## src/rtl/aes_ctr_sched.sv

```systemverilog
// -----------------------------------------------------------------------------
// aes_ctr_sched
//
// Round-robin scheduler that shares one sliced CTR-mode counter incrementer
// among NumReq requesters. Only one increment is in flight at a time.
// The scheduler picks a winner, pulses the incrementer's increment request
// for one cycle, waits for the incrementer to report ready again, and then
// acknowledges the winner. A watchdog bounds the wait. Both a timeout and an
// alert from the incrementer lock the scheduler into a terminal error state.
// Only reset leaves that state.
//
// Ports
//   clk_i        clock
//   rst_ni       asynchronous, active-low reset
//   req_i        per-requester increment request (level, held until ack)
//   ack_o        one-cycle completion pulse to the granted requester
//   gnt_idx_o    index of the current or last winner
//   busy_o       high while an increment is being issued or awaited
//   ctr_incr_o   one-cycle increment request to the incrementer
//   ctr_ready_i  incrementer idle and able to accept an increment
//   ctr_alert_i  incrementer alert; forces the terminal error state
//   alert_o      scheduler is in the terminal error state
// -----------------------------------------------------------------------------
module aes_ctr_sched #(
    parameter int unsigned NumReq        = 2,
    parameter int unsigned SliceIdxWidth = 3,
    parameter int unsigned TimeoutCycles = 12
) (
    input  logic                      clk_i,
    input  logic                      rst_ni,
    input  logic [NumReq-1:0]         req_i,
    output logic [NumReq-1:0]         ack_o,
    output logic [$clog2(NumReq)-1:0] gnt_idx_o,
    output logic                      busy_o,
    output logic                      ctr_incr_o,
    input  logic                      ctr_ready_i,
    input  logic                      ctr_alert_i,
    output logic                      alert_o
);

    localparam int unsigned IdxW       = $clog2(NumReq);
    localparam int unsigned IncrCycles = 2 ** SliceIdxWidth;
    // A healthy increment must never trip the watchdog. If the timeout is
    // configured too small, it is clamped to one cycle past the busy window.
    localparam int unsigned TimeoutLimit =
        (TimeoutCycles > IncrCycles) ? TimeoutCycles : IncrCycles + 1;
    localparam int unsigned WdW = $clog2(TimeoutLimit + 1);

    // Each pair of encodings is at least 3 bits apart. A single upset can
    // therefore never turn one legal state into another.
    typedef enum logic [4:0] {
        StIdle  = 5'b10100,
        StIssue = 5'b10011,
        StWait  = 5'b01101,
        StError = 5'b01010
    } state_e;

    state_e          state_q, state_d;
    logic [IdxW-1:0] gnt_q, gnt_d;
    logic [IdxW-1:0] last_q, last_d;
    logic [WdW-1:0]  wdog_q, wdog_d;
    logic            incr_q;
    logic            busy_q;
    logic            alert_q;

    logic [IdxW-1:0] winner;
    logic [IdxW-1:0] cand;
    logic            found;

    // Round-robin search: start one above the last served requester and wrap.
    // The first hit wins.
    always_comb begin
        winner = last_q;
        cand   = '0;
        found  = 1'b0;
        for (int k = 1; k <= int'(NumReq); k++) begin
            cand = IdxW'((int'(last_q) + k) % int'(NumReq));
            if (!found && req_i[cand]) begin
                winner = cand;
                found  = 1'b1;
            end
        end
    end

    always_comb begin
        state_d = state_q;
        gnt_d   = gnt_q;
        last_d  = last_q;
        wdog_d  = wdog_q;
        ack_o   = '0;

        case (state_q)
            StIdle: begin
                if (ctr_ready_i && (req_i != '0)) begin
                    gnt_d   = winner;
                    state_d = StIssue;
                end
            end
            StIssue: begin
                wdog_d  = '0;
                state_d = StWait;
            end
            StWait: begin
                if (ctr_ready_i) begin
                    ack_o[gnt_q] = 1'b1;
                    last_d       = gnt_q;
                    state_d      = StIdle;
                end else begin
                    // Saturate instead of wrapping so the count cannot
                    // roll back under the limit.
                    if (wdog_q != WdW'(TimeoutLimit)) begin
                        wdog_d = wdog_q + 1'b1;
                    end
                    if (int'(wdog_q) + 1 >= int'(TimeoutLimit)) begin
                        state_d = StError;
                    end
                end
            end
            StError: begin
                state_d = StError;
            end
            default: begin
                state_d = StError;
            end
        endcase

        // An incrementer alert wins over everything, including an ack in
        // the same cycle. No requester is told that its increment completed.
        if (ctr_alert_i) begin
            state_d = StError;
            ack_o   = '0;
            last_d  = last_q;
        end

        if (state_d == StError) begin
            gnt_d = '0;
        end
    end

    // The registered outputs are decoded from the next state. Each one
    // therefore lines up with the state register it describes.
    always_ff @(posedge clk_i or negedge rst_ni) begin
        if (!rst_ni) begin
            state_q <= StIdle;
            gnt_q   <= '0;
            last_q  <= IdxW'(NumReq - 1);
            wdog_q  <= '0;
            incr_q  <= 1'b0;
            busy_q  <= 1'b0;
            alert_q <= 1'b0;
        end else begin
            state_q <= state_d;
            gnt_q   <= gnt_d;
            last_q  <= last_d;
            wdog_q  <= wdog_d;
            incr_q  <= (state_d == StIssue);
            busy_q  <= (state_d == StIssue) || (state_d == StWait);
            alert_q <= (state_d == StError);
        end
    end

    assign gnt_idx_o  = gnt_q;
    assign busy_o     = busy_q;
    assign ctr_incr_o = incr_q;
    assign alert_o    = alert_q;

endmodule

```

## config.mk

```make
export PLATFORM = sky130hd
export DESIGN_NAME = aes_ctr_sched
export DESIGN_NICKNAME = d
export VERILOG_FILES = /design/src/rtl/aes_ctr_sched.sv
export SDC_FILE = /design/constraint.sdc
export NUM_CORES = 1
export LEC_CHECK = 0
export ABC_CLOCK_PERIOD_IN_PS = 2200
export BUFFER_PORTS_ARGS = -buffer_cell sky130_fd_sc_hd__buf_2
export CAP_MARGIN = 20
export CORE_AREA = 8 8 48 50
export DETAILED_ROUTE_END_ITERATION = 12
export DIE_AREA = 0 0 56 58
export GPL_TIMING_DRIVEN = 0
export HOLD_SLACK_MARGIN = 0.02
export PLACE_DENSITY = 0.84
export RECOVER_POWER = 50
export SYNTH_ARGS = -nofsm -noshare
export SYNTH_HDL_FRONTEND = slang
export SYNTH_SLANG_ARGS = --single-unit
```

## constraint.sdc

```tcl
create_clock -name clk_i -period 2.2 [get_ports clk_i]
set_clock_uncertainty 0.05 [all_clocks]
set_input_delay 0.22 -clock clk_i [delete_from_list [all_inputs] [get_ports clk_i]]
set_output_delay 0.22 -clock clk_i [all_outputs]
set_load 0.02 [all_outputs]
```

* Word level (Yosys, flattened, before mapping)
Index checks and enable logic that the tools add are counted.
** Operators by class
- Equal/unequal tests :: 9
- $lt $le $gt $ge :: 5
- Add/sub/neg operators :: 4
- Multiplexer cells :: 23
- Bitwise gates (word level) :: 1
- Reductions and logical operators :: 12
** Operator list (count)
- $mux 5 :: 4
- $eq 5x4->1 const B :: 3
- $eq 5x5->1 const B :: 3
- $pmux 5 s3 :: 1
- $mux 1 :: 11
- $mux 4 :: 2
- $pmux 4 s2 :: 1
- $reduce_bool 2->1 :: 4
- $lt 1x2->1 const B :: 3
- $mux 2 :: 3
- $reduce_and 3->1 :: 2
- $add 4x1->5 const B :: 1
- $ge 5x4->1 const B :: 1
- $add 4x1->4 const B :: 1
- $ne 2x2->1 const B :: 2
- $ne 4x4->1 const B :: 1
- $logic_and 1x1->1 :: 3
- $add 1x1->1 const B :: 2
- $reduce_and 2->1 :: 1
- $demux 1 s1 :: 1
- $ge 1x1->1 const B :: 1
- $logic_not 1->1 :: 1
- $logic_or 1x1->1 :: 1
- $not 1->1 :: 1
** Word-level totals
- Input port bits :: 6
- Output and inout bits :: 6
- Logic and storage cells :: 61
- Register bits after elaboration :: 14

* Logic depth before layout (Yosys ltp)
- Depth in word-level cells :: 10
- Depth in mapped cells :: 5
- Mapped depth without buffers :: 5

* Worst setup path after synthesis
OpenSTA, ideal clock, no wires.
- Path kind :: reg2out
- Start :: register state_q[2]
- End :: output ack_o[0]
- Slack :: 0.560 ns
- Path buffers :: 0
- Required time :: 1.930 ns
- Arrival :: 1.370 ns
- Stages on the path, launching flop included :: 5
- Cells stage by stage :: dfstp_2 -> and2b_1 -> nand2_1 -> nor3b_1 -> nor2b_1
** Between the ends
- Word-level cells in the longest chain between the ends :: 3
** RTL lines
- from (decl) :: RTL line 58 : state_e state_q, state_d;
- from (signal assigned) :: RTL line 144 : state_q <= StIdle;
- from (signal assigned) :: RTL line 152 : state_q <= state_d;
- $eq 5x4->1 :: RTL line 92 : case (state_q)
- $mux 2 :: RTL line 92
- $mux 2 :: RTL line 129 : if (ctr_alert_i) begin
- to (decl) :: RTL line 32 : output logic [NumReq-1:0] ack_o,
No other way between the ends.

* Final worst setup path
- Start :: register state_q[2]
- End :: output ack_o[1]
The elaborated chain is that of the path after synthesis.

==> metrics.md <==
| Metric | Value |
|---|---|
| Status | finished, final reports clean |
| Post_cts resized | 0 |
| Global-route wire length before repair | 2622 um |
| Syn Area/Cell | 10.22 um2 |
| WP buf/inv | 1 |
| Vias in the first global route | 634 |
| Setup total negative slack | 0 ps |
| CP delay by family, top | simple AND/OR/NAND/NOR gates |
| # Max-Cap Violations | 0 |
| Finish-stage setup viols | 0 |
| CP startpoint kind | flip-flop |
| DPL Wire Length | 1193 um |
| Fillers | 155 |
| Final global-route overflow total | 0 |
| CTS tree | yes |
| WP data required | 1930 ps |
| Yosys cell types | 38 |
| Slowest cell on the critical path | dfstp_2 |
| H-tree depth | 1 |
| Hold Violations, Final | 0 |
| Antenna violations before repair | 0 |
| Largest net degree at the start of global routing | 15 |
| Routed Antenna Nets | 0 |
| Post-synth top area share | 34.54% |
| Async SR Flop Fraction | 100.0% |
| Post-CTS setup buffers | 0 |
| Area growth syn-to-layout | 14.76% |
| GR Util All Layers | 9.914% |
| Die Area | 3248 um2 |
| Die X | 56 um |
| Placed cell area | 873.3 um2 |
| Nets | 104 |
| Initial Util | about 49% |
| CP Capture Type | output pin |
| Via count | approximately 630 |
| Worst-Margin Slew | 736.2 ps |
| PortBufs | 11 |
| Core area | 1614 um2 |
| Die H | between 50 and 60 um |
| Worst VDD drop | roughly 0.4 mV |
| WP data arrival | 1780 ps |
| Worst-path fanout max | 4 |
| Max-slew violations | 0 |
| First drt pass iteration count | 2 |
| # rows | 15 |
| Worst path cell trace | and2b_1, nand2_1, nor3b_1, and2_1, buf_2 |
| CTS clk-pin slew, worst paths | approximately 90 ps |
| Final Cycle Share | between 90% and 100% |
| Clock sink count | 14 |
| Fmax achieved | ~490 MHz |
| Final GP Congestion | 0.7952 |
| Power per Cell Area | around 540 nW/um2 |
| Sequential share of the synthesized area | between 40 and 50% |
| Crit path kind | reg2out |
| CTS Buffer Depth | 2 |
| DRC errors left | 0 |
| Synth Flop Type | dfrtp_1 |
| Cells after synthesis | 78 |
| Starting DRT DRC Count | 6 |
| CP max stage delay | 550 ps |
| I/O pin count | 12 |
| Syn nets | 87 |
| Drt wl/cell | 13.82 um |
| Total CTS buffers | 3 |
| Leading area contributor after synthesis | dfrtp_1 |
| Hold WC Path Type | in2reg |
| CTS Hold Bufs | 1 |
| Top cells by area, synth | dfrtp_1, dfstp_2, mux2i_1 |
| Synthesis warning total | 0 |
| Final instance area | 914.6 um2 |
| Post-synth EDFFs | 0 |
| Cell area after synthesis | 797.0 um2 |
| Vias/cell | 5.694 |
| #FFs+latches synth | 14 |
| Post-Route WL | 1534 um |
| Clk_lat worst skew | 290 ps |
| RSZ-0062 raised after global routing | false |
| CTS root buffer | clkbuf_4 |
| Worst slew margin | 50.92% |
| Static Leak | 0.4043 nW |
| Layout cells sized above 1 | 22.34% |
| Ant. Diodes | 0 |
| Tmin final | just over 2000 ps |
[sequential cells by signal, summed over array words and instances (netlist names)]
name and count:
gnt_idx_o 1, last_q 1, wdog_q 4, alert_o 1, ctr_incr_o 1, busy_o 1
state_q 5
[placed cells by master, fill, tap and decap left out, types with 2 or more instances in the layout]
master    netlist  layout
nor2_1          2       2
inv_1           5       5
nor3b_1         3       3
clkbuf_4        0       3
nor3_1          3       3
dfstp_2         3       3
a31oi_1         2       2
nand3_1         2       2
ha_1            3       3
clkbuf_1        0       4
nand2_1         7       7
o21ai_0         4       4
mux2i_1         4       4
dfrtp_1        11      11
a21oi_1         3       3
and2_1          2       2
buf_2           1       8
[metal layers]
layer / global-route usage, % / up-vias / routed length [um]
met5: 0 / - / 0
met4: 6.186 / 0 / 38
met3: 2.838 / 5 / 68
met2: 17.59 / 9 / 774
met1: 9.987 / 305 / 652
li1: - / 313 / -
[metrics by stage]
step                      std cells  utilization, %  setup slack (ps)  total power [W]  hold slack [ps]
final                           111           56.67             153.6        0.0004936            63.61
after global routing            111           56.67             93.84        0.0005151            58.84
after CTS                       111           56.98             140.7        0.0005016            50.97
after detailed placement        106           54.11             472.7        0.0003111            76.56
after global placement          106           54.11             503.1        0.0003093            70.23
after floorplan                  78               -             560.5        0.0002940           -125.6
[worst paths after layout]
check / startpoint / to / slack (ps) / cells after the start
hold reg to reg: gnt_idx_o / last_q / 550 / 1
max in group asynchronous: rst_ni / wdog_q[0] / 1180 / 2
hold / removal: ctr_alert_i / state_q[4] / 60 / 2
setup / recovery: state_q[2] / ack_o[1] / 150 / 5
setup reg to reg: wdog_q[0] / state_q[0] / 500 / 5
min in group asynchronous: rst_ni / state_q[1] / 450 / 2
[where the power goes]
group	switching, W	leakage [nW]	internal, W
clock	0.0000857	0.0210	0.000101
combinational	0.0000238	0.230	0.0000179
sequential	0.00000465	0.153	0.000261
[kinds of logic (layout without fill, tap and decap cells)]
logic type | count (synthesis) | in the layout | synth area share [%]
simple gates | 30 | 30 | 23.08
mux | 5 | 5 | 6.437
compound gates | 17 | 17 | 15.54
xor+xnor | 2 | 2 | 2.198
buf+inv | 7 | 23 | 3.610
flops | 14 | 14 | 44.43
fa+ha+maj | 3 | 3 | 4.710
[Yosys cell counts (2+ instances only)]
master    n
ha_1      3
dfrtp_1  11
mux2i_1   4
nand2_1   7
nor3b_1   3
nand3_1   2
inv_1     5
a31oi_1   2
nor2_1    2
o21ai_0   4
nor3_1    3
and2_1    2
a21oi_1   3
dfstp_2   3
[layout make-up]
cell class,count,area (um2),share of cell area (%)
sequential,14,354.1,38.71
multi-input combinational,57,414.1,45.28
clock buffer,4,36.28,3.967
tap,17,21.27,2.326
buffer,2,10.01,1.094
inverter,5,18.77,2.052
timing repair buffer,12,60.06,6.566
Note: power is estimated with default switching activity, not from simulation.
